### src/rtl/pipe_pkg.sv
// Constants and types shared by the D/E, E/M and M/W pipeline registers.
package pipe_pkg;

  localparam int          TNEW_W       = 2;
  localparam logic [31:0] NOP_INSTR    = 32'h0;
  localparam logic [31:0] PC_RESET_VAL = 32'h0000_3000;

  typedef logic [TNEW_W-1:0] tnew_t;

endpackage

### src/rtl/pipe_field.sv
// One pipeline register field: async active-low reset, bubble clear, load enable.
module pipe_field #(
  parameter int                 DATA_W  = 32,
  parameter logic [DATA_W-1:0]  RST_VAL = '0
) (
  input  logic              clk,
  input  logic              reset,
  input  logic              clr,
  input  logic              en,
  input  logic [DATA_W-1:0] d,
  output logic [DATA_W-1:0] q
);

  always_ff @(posedge clk or negedge reset) begin
    if (!reset) begin
      q <= RST_VAL;
    end else if (clr) begin
      q <= RST_VAL;
    end else if (en) begin
      q <= d;
    end
  end

endmodule

### src/rtl/de_pipe_reg.sv
// D/E pipeline register with M-stage operand forwarding and Tnew tracking.
// Optional DE_BUBBLE_STATS_EN adds bubble/hold edge counters.
module de_pipe_reg
  import pipe_pkg::*;
#(
  parameter logic [31:0] PC_RESET = PC_RESET_VAL
) (
  input  logic        clk,
  input  logic        reset,
  input  logic        en,
  input  logic        clr,
  input  logic [31:0] instr_d,
  input  logic [31:0] pc_d,
  input  logic [31:0] rd1_d,
  input  logic [31:0] rd2_d,
  input  logic [31:0] imm_d,
  input  logic [4:0]  a3_d,
  input  logic [1:0]  tnew_d,
  input  logic        fwd_rs_m,
  input  logic        fwd_rt_m,
  input  logic [31:0] fwd_data_m,
  output logic [31:0] instr_e,
  output logic [31:0] pc_e,
  output logic [31:0] rs_val_e,
  output logic [31:0] rt_val_e,
  output logic [31:0] imm_e,
  output logic [4:0]  a3_e,
  output logic [1:0]  tnew_e,
  output logic        valid_e
`ifdef DE_BUBBLE_STATS_EN
  ,
  output logic [31:0] bubble_cnt,
  output logic [31:0] hold_cnt
`endif
);

  // Writes to $0 never produce a result anyone waits on, so report Tnew 0.
  function automatic tnew_t tnew_next(input logic [4:0] a3, input tnew_t t);
    if (a3 == 5'd0 || t == '0) return '0;
    return t - tnew_t'(1);
  endfunction

  logic [31:0] rs_val_p0;
  logic [31:0] rt_val_p0;
  tnew_t       tnew_p0;

  assign rs_val_p0 = fwd_rs_m ? fwd_data_m : rd1_d;
  assign rt_val_p0 = fwd_rt_m ? fwd_data_m : rd2_d;
  assign tnew_p0   = tnew_next(a3_d, tnew_t'(tnew_d));

  // ---- D/E boundary ----
  pipe_field #(.DATA_W(32), .RST_VAL(NOP_INSTR)) u_instr (
    .clk(clk), .reset(reset), .clr(clr), .en(en), .d(instr_d), .q(instr_e));

  pipe_field #(.DATA_W(32), .RST_VAL(PC_RESET)) u_pc (
    .clk(clk), .reset(reset), .clr(clr), .en(en), .d(pc_d), .q(pc_e));

  pipe_field #(.DATA_W(32), .RST_VAL(32'h0)) u_rs_val (
    .clk(clk), .reset(reset), .clr(clr), .en(en), .d(rs_val_p0), .q(rs_val_e));

  pipe_field #(.DATA_W(32), .RST_VAL(32'h0)) u_rt_val (
    .clk(clk), .reset(reset), .clr(clr), .en(en), .d(rt_val_p0), .q(rt_val_e));

  pipe_field #(.DATA_W(32), .RST_VAL(32'h0)) u_imm (
    .clk(clk), .reset(reset), .clr(clr), .en(en), .d(imm_d), .q(imm_e));

  pipe_field #(.DATA_W(5), .RST_VAL(5'h0)) u_a3 (
    .clk(clk), .reset(reset), .clr(clr), .en(en), .d(a3_d), .q(a3_e));

  pipe_field #(.DATA_W(TNEW_W), .RST_VAL('0)) u_tnew (
    .clk(clk), .reset(reset), .clr(clr), .en(en), .d(tnew_p0), .q(tnew_e));

  pipe_field #(.DATA_W(1), .RST_VAL(1'b0)) u_valid (
    .clk(clk), .reset(reset), .clr(clr), .en(en), .d(1'b1), .q(valid_e));

`ifdef DE_BUBBLE_STATS_EN
  always_ff @(posedge clk or negedge reset) begin
    if (!reset) begin
      bubble_cnt <= 32'h0;
      hold_cnt   <= 32'h0;
    end else begin
      if (clr)         bubble_cnt <= bubble_cnt + 32'd1;
      if (!clr && !en) hold_cnt   <= hold_cnt + 32'd1;
    end
  end
`endif

endmodule

### config.mk
export PLATFORM = sky130hd
export DESIGN_NAME = de_pipe_reg
export DESIGN_NICKNAME = d
export VERILOG_FILES = /design/src/rtl/pipe_pkg.sv /design/src/rtl/pipe_field.sv /design/src/rtl/de_pipe_reg.sv
export SDC_FILE = /design/constraint.sdc
export NUM_CORES = 1
export LEC_CHECK = 0
export CORE_AREA = 2 2 146 148
export CTS_BUF_LIST = sky130_fd_sc_hd__clkbuf_8 sky130_fd_sc_hd__clkbuf_16
export DETAILED_ROUTE_END_ITERATION = 10
export DIE_AREA = 0 0 148 150
export PLACE_DENSITY = 0.81
export SETUP_SLACK_MARGIN = 0.4
export SYNTH_ARGS = -nofsm -noshare
export SYNTH_HDL_FRONTEND = slang
export SYNTH_HIERARCHICAL = 1
export SYNTH_SLANG_ARGS = --single-unit
export TNS_END_PERCENT = 100
### constraint.sdc
create_clock -name clk -period 0.9 [get_ports clk]
set_input_delay 0.09 -clock clk [delete_from_list [all_inputs] [get_ports clk]]
set_output_delay 0.09 -clock clk [all_outputs]
set_load 0.02 [all_outputs]
==> qor.tcl <==
set qor(grt_antenna_before_repair) 0
set qor(final_net_count) 1273
set qor(layout-area-overhead-vs-synth_pct) 69.29
set qor(critical_path.reg2reg.startpoint) {u_imm/q[31]}
set qor(postSynthRegisterBits) 168
set qor(crit_path_cell_trace) {buf_6}
set qor(preCtsSetupSlack_ns) -0.5778
set qor(drv.max_cap_violation_count) 0
set qor(tritoncts) {yes}
set qor(grt_max_degree) 63
set qor(place.gp.congestion) 0.8097
set qor(layout.cells.most_common_list) {209 x buf_6, 188 x clkdlybuf4s50_1, 164 x nor2_1}
set qor(slew_viol_final) 0
set qor(final_common_cell) {buf_6}
set qor(first_pass_grt_wire_length_um) 37360
set qor(grt-ovfl-total) 0
set qor(seq_area_frac_synth_pct) 52.04
set qor(cts_num_sinks) 168
set qor(core.rowCount) 53
set qor(post_synth.cell_area_avg_um2) 13.04
set qor(setup.reg_to_reg.worst_slack_ns) -0.10
set qor(power.density_nw_per_um2) 1530
set qor(timing.fmax_mhz) 869.0
set qor(hold_ws_ns) -0.5133
set qor(clockBufferDepth) 2
set qor(post_drt_via_cell_ratio) 4.721
set qor(die_area_um2) 22200
set qor(syn_inst) 620
set qor(finalNonFillerCells) 1355
set qor(netlist_area_um2) 8083
set qor(portBuffers) 372
set qor(unrepaired_setup_endpoints_after_global_routing) {true}
set qor(status) {finished, violations left}
set qor(finalWorstPathRequiredPeriod_ns) 1.151
set qor(worst_ep_arrival_time_ns) 1.06
set qor(worst-setup-path-type) {reg2out}
set qor(post-route-period-util_pct) 127.9
set qor(fp.dieH_um) 150
set qor(final_count_of_negative_setup_slack_endpoints) 182
set qor(r2r_cells) 4
set qor(cp_top_family) {flip-flops}
set qor(placeableCoreArea_um2) 20690
set qor(regToRegEndpoint) {u_imm/q[31]}
set qor(yosys_warnings) 6
set qor(drt-initial-drc-count) 249
set qor(insertion_delay_to_the_later_sink_of_the_worst_skew_pair_ns) 0.42
set qor(synth-edff-count) 0
set qor(post_drt_wl_per_cell_um) 18.44
set qor(fin_worst_skew_ns) 0
set qor(postSynth.asyncResetShare_pct) 100.0
set qor(endpoint_kind) {output port}
set qor(initial_core_util_pct) 39.07
set qor(timing.hold.worst.class) {in2async}
set qor(ir_worst_vdd_mv) 1.566
set qor(fillerInstances) 1544
set qor(place_inst) 1275
set qor(fp.dieW_um) 148
set qor(cp.depth) 1
set qor(drc) 0
set qor(critical_path.max_stage_delay_ns) 0.54
set qor(dr.pass1.iters) 4
set qor(critPathRequiredTime_ns) 0.81
set qor(cp_num_buf_inv) 1
set qor(final_layout_size_suffix_gt1_share_pct) 45.65
set qor(place.detailed.hpwl_um) 17550
set qor(drt-total-wl_um) 24980
set qor(numCtsBuffers) 17
set qor(cp_max_fo) 2
set qor(vias) 6397
set qor(num_ports) 373
set qor(cts.reportedPaths.clkPinSlew_ns) 0.07
set qor(detail-route-antenna-nets) 0
set qor(grt_pass1_vias) 6823
set qor(n_antenna_cell) 0
set qor(power_mw) 20.93
set qor(syn_nets) 826
set qor(cp_slowest_cell) {dfstp_2}
set qor(violated_checks) {hold timing, setup timing}
set qor(fin_ws_ns) -0.2507
set qor(cp-start-kind) {flop}
set qor(grt_util_all_layers_pct) 21.42
set qor(synth_ff_type) {dfrtp_1}
set qor(cts.htree.levels) 4
set qor(clk_root_buffer_cell) {clkbuf_16}
set qor(final_core_utilization_pct) 66.13
set qor(report.final.hold_viol_count) 166
set qor(static-leakage-power_nw) 6.662
set qor(synth.distinct_cells) 16
## layer usage
layer / routed length (um) / share of wire [%] / up-vias / global-route usage [%]
met3: 1302 / 5.2 / 26 / 4.268
met5: 0 / 0 / - / 0
met1: 9922 / 40 / 3169 / 25.65
met2: 13290 / 53 / 209 / 39.12
li1: - / - / 2993 / -
met4: 469 / 1.9 / 0 / 5.952
## cells by family after synthesis
family / synth area share, %
compound gates: 0.4025
fa+ha+maj: 0.1548
buf+inv: 7.152
flops: 52.04
mux: 32.26
other cells: 0.04640
simple gates: 7.941
## worst max path at each step
stage	startpoint	to
finish	u_pc/q[12]	pc_e[12]
global route	u_pc/q[12]	pc_e[12]
CTS	u_pc/q[13]	pc_e[13]
detailed placement	a3_d[0]	u_tnew/q[0]
global placement	a3_d[0]	u_tnew/q[0]
floorplan	fwd_rs_m	u_rs_val/q[10]
## cell type report
class,instances,area (um^2),share of cell area (%)
Tap cell,275,344.1,2.515
Clock buffer,19,452.9,3.310
Clock inverter,13,160.2,1.170
Multi-Input combinational cell,405,3386,24.74
Timing Repair Buffer,472,4989,36.46
Sequential cell,168,4340,31.72
Inverter,3,11.26,0.08230
## flip-flops by register name, indices dropped and copies added, names as in the netlist
register	flops
u_rs_val/q	32
u_rt_val/q	32
u_imm/q	32
u_a3/q	5
u_tnew/q	2
u_instr/q	32
u_valid/q	1
u_pc/q	32
## repair_timing
item,4_1_cts,5_1_grt
buffers inserted,25,22
cloned,1,0
pin swaps,18,39
hold endpoints to repair,170,170
resized for setup,1034,37
setup endpoints to repair,336,336
## stage by stage
stage | area, um^2 | setup TNS, ns
5_1_grt | 13680 | -31.67
3_5_place_dp | 12280 | -48.46
4_1_cts | 13400 | -27.72
6_report | 13680 | -24.78
2_1_floorplan | 8267 | -1.420
3_3_place_gp | 12280 | -45.12
## synthesized netlist by cell type, types with 2 or more instances
cell type | number | area, um^2
a211o_1 | 2 | 17.52
a211oi_1 | 2 | 15.01
buf_12 | 21 | 420.4
buf_6 | 8 | 90.09
clkbuf_1 | 15 | 56.30
dfrtp_1 | 166 | 4154
dfstp_2 | 2 | 52.55
inv_1 | 3 | 11.26
mux2_2 | 4 | 45.04
mux2_4 | 60 | 900.9
mux2i_1 | 166 | 1662
nor2_1 | 166 | 623.1
nor2b_1 | 2 | 12.51
## report_power, final
group	leakage (nW)	total (mW)	switching (mW)	internal, mW
logic	4.29	4.95	2.09	2.85
clock network	0.304	7.58	3.24	4.34
registers	2.07	8.41	0.355	8.05
total	6.66	20.9	5.69	15.2
No activity file was read; power rests on OpenSTA's default activity.
